[src/rtl/key_rom_loader.sv]
// key_rom_loader: streams a runtime-length key from a latency-L synchronous ROM into a register array.
// Define KEY_ROM_LOADER_CHECKSUM_EN to add an XOR checksum of the captured bytes on key_sum_o.
module key_rom_loader #(
  parameter int MAX_KEY_LENGTH = 32,
  parameter int ADDR_WIDTH     = 5,
  parameter int DATA_WIDTH     = 8,
  parameter int READ_LATENCY   = 1,
  parameter int BASE_ADDR      = 0
) (
  input  logic                                       clk_i,
  input  logic                                       reset_i,
  input  logic                                       start_i,
  input  logic                                       abort_i,
  input  logic [ADDR_WIDTH:0]                        key_len_i,
  input  logic                                       reverse_i,
  input  logic [DATA_WIDTH-1:0]                      rom_q_i,
  output logic [ADDR_WIDTH-1:0]                      rom_addr_o,
  output logic                                       rom_rd_o,
  output logic [MAX_KEY_LENGTH-1:0][DATA_WIDTH-1:0]  key_arr_o,
  output logic                                       busy_o,
  output logic                                       finished_o,
  output logic                                       done_pulse_o,
  output logic [1:0]                                 state_tap_o,
  output logic [DATA_WIDTH-1:0]                      key_sum_o
);
  localparam int CW = ADDR_WIDTH + 1;
  localparam int RL = READ_LATENCY;
  localparam logic [CW-1:0] MAXL = CW'(MAX_KEY_LENGTH);
  localparam logic [ADDR_WIDTH-1:0] BASE = ADDR_WIDTH'(BASE_ADDR);
  typedef enum logic [1:0] {IDLE = 2'b00, RUN = 2'b01, FIN = 2'b10} state_t;
  state_t state_q, state_d;
  logic start_q, rev_q, rev_d, rd_q, rd_d, done_q, done_d;
  logic [CW-1:0] len_q, len_d, cnt_q, cnt_d, klen, cidx, widx;
  logic [ADDR_WIDTH-1:0] addr_q, addr_d;
  logic [MAX_KEY_LENGTH-1:0][DATA_WIDTH-1:0] key_q, key_d;
  logic [RL-1:0] vld_q, vld_d;
  logic [RL-1:0][CW-1:0] idx_q, idx_d;
  logic go, cap, last;
  assign go   = start_i & ~start_q & (state_q == IDLE || state_q == FIN);
  assign klen = key_len_i > MAXL ? MAXL : key_len_i;
  assign cap  = state_q == RUN && vld_q[RL-1] && !abort_i;
  assign cidx = idx_q[RL-1];
  assign widx = rev_q ? len_q - cidx - 1'b1 : cidx;
  assign last = cidx == len_q - 1'b1;
  always_comb begin
    state_d = state_q;
    len_d   = len_q;
    rev_d   = rev_q;
    cnt_d   = cnt_q;
    addr_d  = addr_q;
    rd_d    = 1'b0;
    key_d   = key_q;
    done_d  = 1'b0;
    vld_d[0] = rd_q;
    idx_d[0] = cnt_q;
    for (int k = 1; k < RL; k++) begin
      vld_d[k] = vld_q[k-1];
      idx_d[k] = idx_q[k-1];
    end
    if (go) begin
      key_d   = '0;
      len_d   = klen;
      rev_d   = reverse_i;
      cnt_d   = '0;
      addr_d  = BASE;
      rd_d    = klen != '0;
      state_d = klen != '0 ? RUN : FIN;
      done_d  = klen == '0;
    end else if (state_q == RUN) begin
      if (abort_i) begin
        state_d = IDLE;
        key_d   = '0;
        vld_d   = '0;
      end else begin
        if (rd_q) begin
          rd_d   = cnt_q != len_q - 1'b1;
          cnt_d  = cnt_q + CW'(rd_d);
          addr_d = BASE + ADDR_WIDTH'(cnt_d);
        end
        for (int j = 0; j < MAX_KEY_LENGTH; j++)
          if (cap && widx == CW'(j)) key_d[j] = rom_q_i;
        if (cap && last) begin
          state_d = FIN;
          done_d  = 1'b1;
        end
      end
    end else if (state_q != FIN) begin
      state_d = IDLE;
    end
  end
  always_ff @(posedge clk_i or posedge reset_i)
    if (reset_i) begin
      state_q <= IDLE;
      start_q <= 1'b0;
      len_q   <= '0;
      rev_q   <= 1'b0;
      cnt_q   <= '0;
      addr_q  <= '0;
      rd_q    <= 1'b0;
      key_q   <= '0;
      done_q  <= 1'b0;
      vld_q   <= '0;
      idx_q   <= '0;
    end else begin
      state_q <= state_d;
      start_q <= start_i;
      len_q   <= len_d;
      rev_q   <= rev_d;
      cnt_q   <= cnt_d;
      addr_q  <= addr_d;
      rd_q    <= rd_d;
      key_q   <= key_d;
      done_q  <= done_d;
      vld_q   <= vld_d;
      idx_q   <= idx_d;
    end
`ifdef KEY_ROM_LOADER_CHECKSUM_EN
  logic [DATA_WIDTH-1:0] sum_q;
  always_ff @(posedge clk_i or posedge reset_i)
    if (reset_i) sum_q <= '0;
    else if (go || (state_q == RUN && abort_i)) sum_q <= '0;
    else if (cap) sum_q <= sum_q ^ rom_q_i;
  assign key_sum_o = sum_q;
`else
  assign key_sum_o = '0;
`endif
  assign rom_addr_o   = addr_q;
  assign rom_rd_o     = rd_q;
  assign key_arr_o    = key_q;
  assign busy_o       = state_q == RUN;
  assign finished_o   = state_q == FIN;
  assign done_pulse_o = done_q;
  assign state_tap_o  = state_q;
endmodule

[config.mk]
export PLATFORM = sky130hd
export DESIGN_NAME = key_rom_loader
export DESIGN_NICKNAME = d
export VERILOG_FILES = /design/src/rtl/key_rom_loader.sv
export SDC_FILE = /design/constraint.sdc
export NUM_CORES = 1
export LEC_CHECK = 0
export CORE_ASPECT_RATIO = 0.5
export CORE_UTILIZATION = 45
export CTS_CLUSTER_SIZE = 10
export DETAILED_ROUTE_END_ITERATION = 6
export GPL_TIMING_DRIVEN = 0
export PLACE_DENSITY = 0.77
export SYNTH_ARGS = -nofsm -noshare
export SYNTH_HDL_FRONTEND = slang
export SYNTH_SLANG_ARGS = --single-unit
[constraint.sdc]
create_clock -name clk_i -period 10.6 [get_ports clk_i]
set_input_delay 2.65 -clock clk_i [delete_from_list [all_inputs] [get_ports clk_i]]
set_output_delay 2.65 -clock clk_i [all_outputs]
set_load 0.05 [all_outputs]
# Yosys cells after proc, flatten, opt, wreduce, memory -nomap -nowiden
# Index checks and enable logic that the tools add are counted.
[word_totals]
in_bits = 19
latch_bits = 0
register_bits = 286
output_inout_bits = 275
n_memories = 0
mem_bits_rw = 0
elab_cells = 260
romBits = 0
[op_classes]
bitwise = 3
eq_ne = 38
n_mux = 62
magnitude_cmp = 1
n_reduce_logical = 110
div_mod_pow = 0
add_sub_neg = 4
n_mul = 0
n_shift = 0
[ops]
columns = ["op", "n"]
rows = [
  ["$mux 256", 3],
  ["$mux 8", 32],
  ["$reduce_bool 3->1", 33],
  ["$eq 6x5->1 const B", 16],
  ["$reduce_and 2->1", 33],
  ["$eq 6x4->1 const B", 8],
  ["$mux 6", 6],
  ["$logic_and 1x1->1", 35],
  ["$eq 6x3->1 const B", 4],
  ["$mux 5", 4],
  ["$eq 6x2->1 const B", 2],
  ["$logic_not 6->1", 2],
  ["$mux 2", 6],
  ["$sub 6x1->6 const B", 2],
  ["$mux 1", 11],
  ["$add 6x1->6", 1],
  ["$eq 6x1->1 const B", 1],
  ["$eq 6x6->1", 1],
  ["$gt 6x6->1 const B", 1],
  ["$ne 6x6->1", 1],
  ["$reduce_bool 6->1", 1],
  ["$sub 6x6->6", 1],
  ["$ne 4x2->1 const B", 1],
  ["$reduce_bool 2->1", 2],
  ["10 further kinds", 11],
]

# Longest topological paths before layout
# Gate-level depths: netlist of run 1.
[logic_depth]
word_depth = 9
mapped_depth = 14
depth_no_buf = 11

# Least setup slack after synthesis of run 1
# No wires, ideal clock.
[synth_path]
kind = "input port to flip-flop"
start = "in start_i"
end = "reg key_q, in the netlist key_arr_o[100]"
arrival_time_ps = 4466
required_time_ps = 10479
cell_stages = 7
slack_ps = 6014
setup_time_ps = 121
path_buffers = 3
cell_sequence = "or3b_2 clkbuf_1 nand2b_1 clkbuf_1 clkbuf_1 o21ai_1 a22o_1"
[synth_via]
elab_chain_len = 4
word_cells_on_any_way = 6
cone_classes = "mux (1); bitwise (2); reduce/logical (3)"
[synth_lines]
columns = ["element", "line", "rtl"]
rows = [
  ["start, declared", "12", "input logic start_i,"],
  ["$and 1x1->1 * (2 in a row)", "39", "assign go = start_i & ~start_q & (state_q == IDLE || state_q == FIN);"],
  ["$reduce_bool 3->1 (no source line) or $reduce_bool 2->1 (tied branches)", "--", ""],
  ["$reduce_and 2->1 (no source line)", "--", ""],
  ["end signal, assigned", "112", "key_q <= key_d;"],
  ["end, declared", "35", "logic [MAX_KEY_LENGTH-1:0][DATA_WIDTH-1:0] key_q, key_d;"],
]
# Mark *: on every way between the ends. The rest lies on a longest branch, timed or not.
# A chain may end at the register's enable or synchronous reset.

# Final worst setup path of run 1
[layout_path]
start = "in start_i"
end = "reg key_q, in the netlist key_arr_o[154]"
# The elaborated chain is that of the path after synthesis.

==> results of run 1 <==
-- power by group --
part | switching (W) | internal (W)
Combinational | 0.000296 | 0.000121
Sequential | 0.0000172 | 0.00109
Clock | 0.000423 | 0.000581
Total | 0.000736 | 0.00179
-- metal layers --
| metal | GRT usage | vias to the layer above |
|---|---|---|
| li1 | - | 4032 |
| met3 | 0.0679 | 97 |
| met2 | 0.436 | 389 |
| met5 | 0 | - |
| met4 | 0.116 | 0 |
| met1 | 0.391 | 4855 |
-- layout by cell type, fill, tap and decap left out, drive strengths merged, types with 14 or more instances in the layout --
master | Yosys | final
buf | 38 | 40
o21ai | 41 | 41
o2bb2ai | 28 | 28
and3 | 14 | 14
a22o | 218 | 218
clkbuf | 35 | 71
a21oi | 15 | 15
nor2 | 14 | 14
inv | 12 | 14
dfrtp | 281 | 281
nand2 | 57 | 57
clkdlybuf4s50 | 0 | 285
-- stage by stage --
stage / instances / setup TNS, ns / hold WS, ns
floorplan: 899 / 0 / 0.410
global placement: 1528 / -735.00 / 0.434
detailed placement: 1530 / 0 / 0.449
CTS: 1570 / 0 / 0.461
global route: 1570 / 0 / 0.475
finish: 1570 / 0 / 0.467
-- flip-flops by register name, summed over array words and instances, names as in the netlist, 2 cells and up --
signal / count
cidx: 6
cnt_q: 6
key_arr_o: 256
len_q: 6
state_tap_o: 2
-- cell type report --
class	count	area, µm²	share of cell area
well taps	344	430	0.0270
clock inverters	4	42.5	0.00267
inverters	12	52.6	0.00330
repair buffers	287	2910	0.183
multi-input cells	533	4220	0.265
plain buffers	73	370	0.0233
clock buffers	36	868	0.0545
flip-flops and latches	281	7030	0.441
-- cells by family (layout without fill, tap and decap cells) --
| family | count (synthesis) | count (layout) | share of synthesized area |
|---|---|---|---|
| AO/OA/AOI/OAI | 341 | 341 | 0.260 |
| AND/OR/NAND/NOR | 152 | 152 | 0.0725 |
| other | 1 | 8 | 0.000322 |
| buffers and inverters | 85 | 412 | 0.0357 |
| multiplexers | 3 | 3 | 0.00258 |
| adder cells (fa/ha/maj) | 9 | 9 | 0.0103 |
| XOR/XNOR | 20 | 20 | 0.0150 |
| flip-flops | 281 | 281 | 0.604 |
-- worst max-delay path, stage by stage --
cell	delay [ns]
clkdlybuf4s50_1	0.51
or3b_2	0.47
nand2b_1	0.12
clkbuf_1	0.31
clkbuf_1	0.61
buf_2	0.41
o21ai_1	0.35
a22o_1	0.35
-- worst paths after layout --
kind / end / slack, ns
max: key_arr_o[154] / 5.20
min: cidx[5] / 0.47
max reg2reg: key_arr_o[252] / 6.82
min reg2reg: cidx[5] / 0.47
max in group asynchronous: key_arr_o[171] / 6.58
min in group asynchronous: key_arr_o[138] / 2.59
==> flow_summary_export.csv, run 1 <==
group,metric,value,unit
status,status,"finished, final reports clean",
detailed_routing,wl_met2,17.4,mm
placement,dpl.hpwl,26.6,mm
worst_hold_path,min-delay-start,"cnt_q[5]",
yosys,ys_ff_latch,281,
layout,stdcell_area,15900,µm²
grt,grt_use_total,0.283,
yosys,syn_area,11600,µm²
detailed_routing,firstDrtPassIters,6,
detailed_routing,wire_per_inst,24.1,µm
power,ir_drop,101,µV
timing,tightest_slew,1.12,ns
floorplan,initial_core_util,0.460,
timing,clock.fmax,185,MHz
yosys,synth_area_per_cell,13.1,µm²
cts,cts_resized,0,
layout,fillerInstances,1950,
yosys,seq_area_frac_synth,0.604,
placement,routabilityCongestion,0.905,
cts,clkTransAtPathRegs,0.06,ns
placement,dpl_cell_area,15000,µm²
layout,drive_gt1_frac,0.0987,
detailed_routing,met1Wirelength,16.2,mm
worst_setup_path,r2r-start,"len_q[3]",
detailed_routing,drc,0,
yosys,ys.flop_type,"dfrtp_1",
detailed_routing,routed_via_density,5.97,
detailed_routing,top_layer,"met4",
floorplan,die_h,116,µm
cts,cts_buffers,34,
yosys,ys_types,60,
cts,clock_path_buffers,3,
cts,hold_buffers,0,
yosys,yosys_warnings,0,
detailed_routing,num_vias,9373,
yosys,synth_most_common_cell,"dfrtp_1",
power,power_density,159,nW/µm²
detailed_routing,wl_met3,2.80,mm
worst_hold_path,worstHoldPathType,"reg -> reg",
yosys,ys_top_cells_by_count,"dfrtp_1 (281), a22o_1 (218), nand2_1 (57)",
job,maxCapViolations,0,
timing,slew_viol_final,0,
layout,area_growth,36.8,%
floorplan,core_area,25300,µm²
grt,grt_pass1_vias,9392,
placement,port_buffers,285,
yosys,synth_top_area_share,0.604,
timing,finalCriticalPeriod,5.40,ns
detailed_routing,drt_iter0_drc,772,
worst_setup_path,required,10.99,ns
floorplan,io_pins,294,
grt,grt_start_max_net_pins,136,
yosys,synthCells,892,
cts,clkSinkCount,281,
worst_setup_path,r2r_cells,10,
power,power,0.00253,W
worst_hold_path,hold_path_depth,0,
layout,final_core_util,0.630,
worst_setup_path,endpoint_kind,"flop",
grt,antenna_found_initial,0,
timing,maxSlewHeadroom,0.252,
layout,fin_nets,1250,
grt,grt_overflow,0,
timing,min_period_over_period,0.509,
detailed_routing,detail-route-antenna-nets,0,
yosys,synth_edf_count,0,
yosys,synthTopCellsByArea,"dfrtp_1 (60%), a22o_1 (16%), o2bb2ai_1 (2.1%)",
floorplan,die_area,26600,µm²
floorplan,die_w,229,µm
timing,rsz0062_at_grt,"no",
cts,insertion_delay,0.51,ns
cts,cts_tree,"yes",
worst_setup_path,critPathMaxFanout,10,
timing,setup_viol,0,
cts,post_cts_buffers,0,
cts,ctsHtreeMaxLevel,2,
worst_setup_path,worstPathArrival,5.79,ns
worst_setup_path,critPathKind,"in -> reg",
power,p_leak,6.95,nW
grt,grt_pass1_wl,57.4,mm
floorplan,fp-row-count,41,
worst_setup_path,worstSetupStartpoint,"start_i",
yosys,synth.largest_area_cell,"dfrtp_1",
timing,fin_ws,5.20,ns
yosys,async_reset_ff_frac,1.00,
worst_setup_path,start_kind,"input pin",
cts,clockRootBuffer,"clkbuf_16",
layout,diodes,0,
timing,hold_violations,0,
detailed_routing,routed_wl,37.8,mm
placement,post-place-ws,4.77,ns
timing,clock_skew,0.0132,ns
(Power assumes the default switching activity.)
==> inputs of run 2 (changes only) <==
Settings changed: CORE_UTILIZATION 45 to 49, PLACE_DENSITY 0.77 to 0.8.
Clock period 10.6 ns to 5 ns, I/O delays scaled along.
==> run 2 against run 1 <==
Net effect: the flow now finishes with violations (design-rule violations); flip-flop and latch count unchanged; clock skew up 0.0083 ns; worst hold slack worse by 0.018 ns; sequential share of layout area about the same; final cell count down 2.2%; first-iteration DRC count up 20%; critical path type unchanged; critical endpoint is now key_arr_o[107]; highest routed layer unchanged.
==> flow_summary_export.csv, run 2 (synthesis gave the netlist of run 1 again) <==
group,metric,value,unit
power,power,0.00536,W
placement,port_buffers,285,
cts,clock_path_buffers,3,
placement,routabilityCongestion,0.910,
grt,met3_usage,0.0782,
grt,grt_start_max_net_pins,46,
detailed_routing,detail-route-antenna-nets,0,
power,power_density,337,nW/µm²
worst_hold_path,hold_path_depth,0,
layout,fillerInstances,1606,
timing,clock_skew,0.0215,ns
grt,grt_busiest_layer,"met1",
grt,grt_pass1_wl,58.5,mm
worst_setup_path,r2r_cells,11,
detailed_routing,firstDrtPassIters,7,
status,status,"finished with violations",
grt,grt_pass1_vias,9612,
timing,min_period_over_period,0.790,
cts,clockRootBuffer,"clkbuf_16",
worst_setup_path,start_kind,"input pin",
cts,post_cts_buffers,0,
timing,finalCriticalPeriod,3.95,ns
floorplan,io_pins,294,
power,ir_drop,189,µV
layout,layout_commonest_cell,"clkdlybuf4s50_1",
timing,maxSlewHeadroom,0.191,
layout,final_cells,1535,
worst_hold_path,worstHoldPathType,"reg -> reg",
worst_hold_path,hold_end,"cidx[5]",
worst_setup_path,r2r_end,"key_arr_o[26]",
floorplan,die_w,220,µm
floorplan,die_area,24400,µm²
grt,grt_use_met1,0.467,
grt,grt_use_total,0.317,
cts,cts_resized,0,
layout,layout_common_cells,"clkdlybuf4s50_1 (285), dfrtp_1 (281), a22o_1 (218), nand2_1 (57), clkbuf_1 (36)",
layout,largest_reg_flops,256,
detailed_routing,routed_via_density,6.14,
worst_setup_path,worstPathArrival,4.33,ns
detailed_routing,num_vias,9426,
worst_setup_path,r2r-start,"len_q[0]",
floorplan,die_h,111,µm
detailed_routing,drc,10,
cts,hold_buffers,0,
layout,drive_gt1_frac,0.100,
cts,clkSinkCount,281,
layout,diodes,0,
timing,hold_slack,0.449,ns
worst_setup_path,endpoint_kind,"flop",
grt,antenna_found_initial,0,
timing,rsz0062_at_grt,"no",
layout,seq_area,7030,µm²
layout,area_growth,36.8,%
cts,ctsHtreeMaxLevel,2,
timing,clock.fmax,253,MHz
timing,tightest_slew,1.20,ns
floorplan,fp-row-count,39,
layout,fin_nets,1254,
floorplan,core_area,23100,µm²
status,violations,"design-rule violations",
cts,insertion_delay,0.51,ns
layout,multi_input_comb_area,4220,µm²
timing,hold_violations,0,
worst_setup_path,critPathKind,"in -> reg",
timing,setup_viol,0,
cts,cts_buffers,34,
detailed_routing,routed_wl,38.0,mm
cts,cts_tree,"yes",
worst_hold_path,min-delay-start,"cnt_q[5]",
placement,dpl.cell_count,1497,
worst_setup_path,critPathMaxFanout,10,
placement,post-place-ws,0.592,ns
detailed_routing,drt_iter0_drc,928,
worst_setup_path,r2r_slack,1.20,ns
placement,dpl.hpwl,26.9,mm
worst_setup_path,required,5.38,ns
timing,slew_viol_final,0,
detailed_routing,wire_per_inst,24.8,µm
floorplan,initial_core_util,0.505,
cts,clkTransAtPathRegs,0.05,ns
job,maxCapViolations,0,
grt,grt_overflow,0,
timing,tns,0,ns
power,p_leak,6.97,nW
grt,grtUsageMet2,0.465,
timing,fin_ws,1.05,ns
-- run 2: report_power, final --
group	switching, W	total, W	internal [W]
clock network	0.000894	0.00213	0.00124
logic	0.000626	0.000888	0.000261
registers	0.0000373	0.00234	0.00231
total	0.00156	0.00536	0.00381
-- run 2: cell type report --
cell class	count	share of cell area
well taps	307	0.0241
inverters	12	0.00306
flip-flops and latches	281	0.441
clock inverters	2	0.00110
multi-input cells	533	0.265
clock buffers	36	0.0552
repair buffers	291	0.187
plain buffers	73	0.0233
-- run 2: per-layer routing --
metal	part of all wire	up-vias
li1	-	4043
met1	0.44	4869
met2	0.45	444
met3	0.082	70
met4	0.025	0
met5	0	-
-- run 2: how the worst max path moves through the flow --
stage	from	end	slack, ns	cells past startpoint
after global routing	start_i	key_arr_o[107]	0.91	8
after global placement	reset_i	key_arr_o[173]	-1.65	2
final	start_i	key_arr_o[107]	1.05	8
after floorplan	reset_i	cidx[0]	0.03	1
after detailed placement	start_i	key_arr_o[109]	0.59	8
after CTS	start_i	key_arr_o[107]	1.09	8
-- run 2: critical path: stages --
cell	delay, ns
clkdlybuf4s50_1	0.51
or3b_2	0.48
clkbuf_1	0.27
nand2b_1	0.17
clkbuf_1	0.20
clkbuf_1	0.60
o21ai_1	0.48
a22o_1	0.36
-- run 2: stage by stage --
step / utilization / instance area (µm²)
after detailed placement: 0.651 / 15000
after global routing: 0.690 / 15900
final: 0.690 / 15900
after global placement: 0.646 / 14900
after CTS: 0.690 / 15900
after floorplan: - / 11700
==> inputs of run 3 (changes only) <==
Clock period 5 ns to 3.8 ns, I/O delays scaled along.
==> run 3 against run 2 <==
Net effect: the run still ends with design-rule violations left; clock skew decreased by 0.0012 ns; via count increased by 0.83%; die area unchanged; non-clock buffer count increased by 2; largest cell class unchanged; sequential power increased by 32%; cell area increased by 0.28%; final cell count increased by 0.13%; highest routed layer unchanged; flip-flop and latch count unchanged.
==> flow_summary_export.csv, run 3 (synthesis gave the netlist of run 1 again) <==
group,metric,value,unit
cts,insertion_delay,0.51,ns
detailed_routing,drt_iter0_drc,1036,
worst_setup_path,r2r_end,"key_arr_o[107]",
power,power_density,442,nW/µm²
cts,clkTransAtPathRegs,0.05,ns
worst_hold_path,hold_path_depth,0,
worst_setup_path,required,4.18,ns
timing,min_period_over_period,0.965,
worst_hold_path,hold_end,"cidx[5]",
cts,cts_buffers,34,
worst_hold_path,worstHoldPathType,"reg -> reg",
worst_setup_path,max_stage_delay,0.61,ns
worst_setup_path,r2r-start,"cidx[1]",
worst_setup_path,worstPathArrival,4.04,ns
floorplan,initial_core_util,0.505,
layout,layout_commonest_cell,"clkdlybuf4s50_1",
grt,antenna_found_initial,0,
worst_setup_path,critPathMaxFanout,10,
cts,clkSinkCount,281,
grt,grt_start_max_net_pins,46,
timing,maxSlewHeadroom,0.343,
timing,finalCriticalPeriod,3.67,ns
grt,grt_pass1_wl,58.5,mm
job,maxCapViolations,0,
detailed_routing,routed_via_density,6.18,
timing,setup_viol,0,
layout,drive_gt1_frac,0.103,
floorplan,die_area,24400,µm²
timing,hold_violations,0,
layout,layout_common_cells,"clkdlybuf4s50_1 (285), dfrtp_1 (281), a22o_1 (218), nand2_1 (57), clkbuf_1 (36)",
layout,fillerInstances,1595,
worst_setup_path,critPathKind,"in -> reg",
power,p_leak,6.98,nW
floorplan,io_pins,294,
grt,grt_use_total,0.317,
floorplan,core_area,23100,µm²
timing,clock.fmax,273,MHz
grt,grt_overflow,0,
timing,tns,0,ns
layout,area_growth,37.2,%
worst_setup_path,endpoint_kind,"flop",
detailed_routing,num_vias,9504,
detailed_routing,firstDrtPassIters,7,
worst_setup_path,path_cells,"clkdlybuf4s50_1 > or3b_2 > clkbuf_1 > nand2b_1 > clkbuf_1 > clkbuf_1 > o21ai_1 > a22o_1",
layout,largest_reg_flops,256,
power,ir_drop,249,µV
timing,rsz0062_at_grt,"no",
detailed_routing,detail-route-antenna-nets,0,
worst_setup_path,start_kind,"input pin",
detailed_routing,wire_per_inst,24.7,µm
placement,dpl.cell_count,1497,
worst_setup_path,r2r_slack,0.14,ns
floorplan,die_h,111,µm
placement,dpl.hpwl,26.9,mm
cts,hold_buffers,0,
timing,tightest_slew,0.986,ns
detailed_routing,drc,10,
worst_hold_path,min-delay-start,"cnt_q[5]",
layout,final_cells,1537,
detailed_routing,routed_wl,38.0,mm
layout,diodes,0,
timing,slew_viol_final,0,
floorplan,fp-row-count,39,
status,violations,"design-rule violations",
timing,clock_skew,0.0203,ns
floorplan,die_w,220,µm
grt,grt_pass1_vias,9612,
cts,cts_tree,"yes",
worst_setup_path,r2r_cells,11,
cts,ctsHtreeMaxLevel,2,
worst_setup_path,crit_slowest_cell,"clkbuf_1",
cts,clock_path_buffers,3,
layout,fin_nets,1256,
placement,port_buffers,285,
worst_setup_path,critPathMostFrequentCell,"clkbuf_1",
placement,routabilityCongestion,0.910,
status,status,"finished with violations",
cts,clockRootBuffer,"clkbuf_16",
[run 3: area by class of cell]
class	count	area (µm²)	share of cell area
plain buffers	73	370	0.0232
multi-input cells	533	4250	0.266
well taps	307	384	0.0240
inverters	12	48.8	0.00305
repair buffers	293	2990	0.187
clock inverters	2	17.5	0.00110
clock buffers	36	880	0.0551
flip-flops and latches	281	7030	0.440
[run 3: metal layers]
metal / up-vias / share of wire / global-route usage
met2: 455 / 0.45 / 0.465
met5: - / 0 / 0
li1: 4053 / - / -
met3: 78 / 0.088 / 0.0782
met4: 0 / 0.027 / 0.0929
met1: 4918 / 0.43 / 0.467
[run 3: worst max path at each step]
stage                     startpoint        endpoint  slack, ns  cells past startpoint
after floorplan              reset_i         cidx[0]      -0.87                      1
after global routing         start_i  key_arr_o[107]       0.01                      8
final                        start_i  key_arr_o[107]       0.13                      8
after CTS                    cidx[1]  key_arr_o[235]       0.14                     10
after detailed placement     start_i  key_arr_o[109]      -0.31                      8
after global placement       reset_i  key_arr_o[173]      -2.55                      2
[run 3: worst max-delay path, delay by kind of cell]
family | cells | cell delay [ns]
buf+inv | 4 | 1.58
compound gates | 2 | 0.84
simple gates | 2 | 0.65
[run 3: power breakdown]
part           switching (W)  leakage [nW]  internal, W
combinational       0.000831          2.62     0.000345
sequential         0.0000492          3.91      0.00303
clock                0.00118         0.442      0.00163
[run 3: what timing repair did]
item,CTS,global route
gates resized for setup,0,5
setup endpoints to repair,0,40
buffers inserted,0,2
[run 3: metrics by stage]
step                      setup slack [ns]  hold WS, ns   util  power (W)  instance area, µm²
final                                0.132        0.447  0.692    0.00706               16000
after global routing                0.0108        0.459  0.692    0.00731               16000
after CTS                            0.136        0.452  0.690    0.00706               15900
after detailed placement            -0.308        0.446  0.651    0.00428               15000
after global placement               -2.55        0.427  0.646    0.00423               14900
after floorplan                     -0.871        0.410      -    0.00395               11700
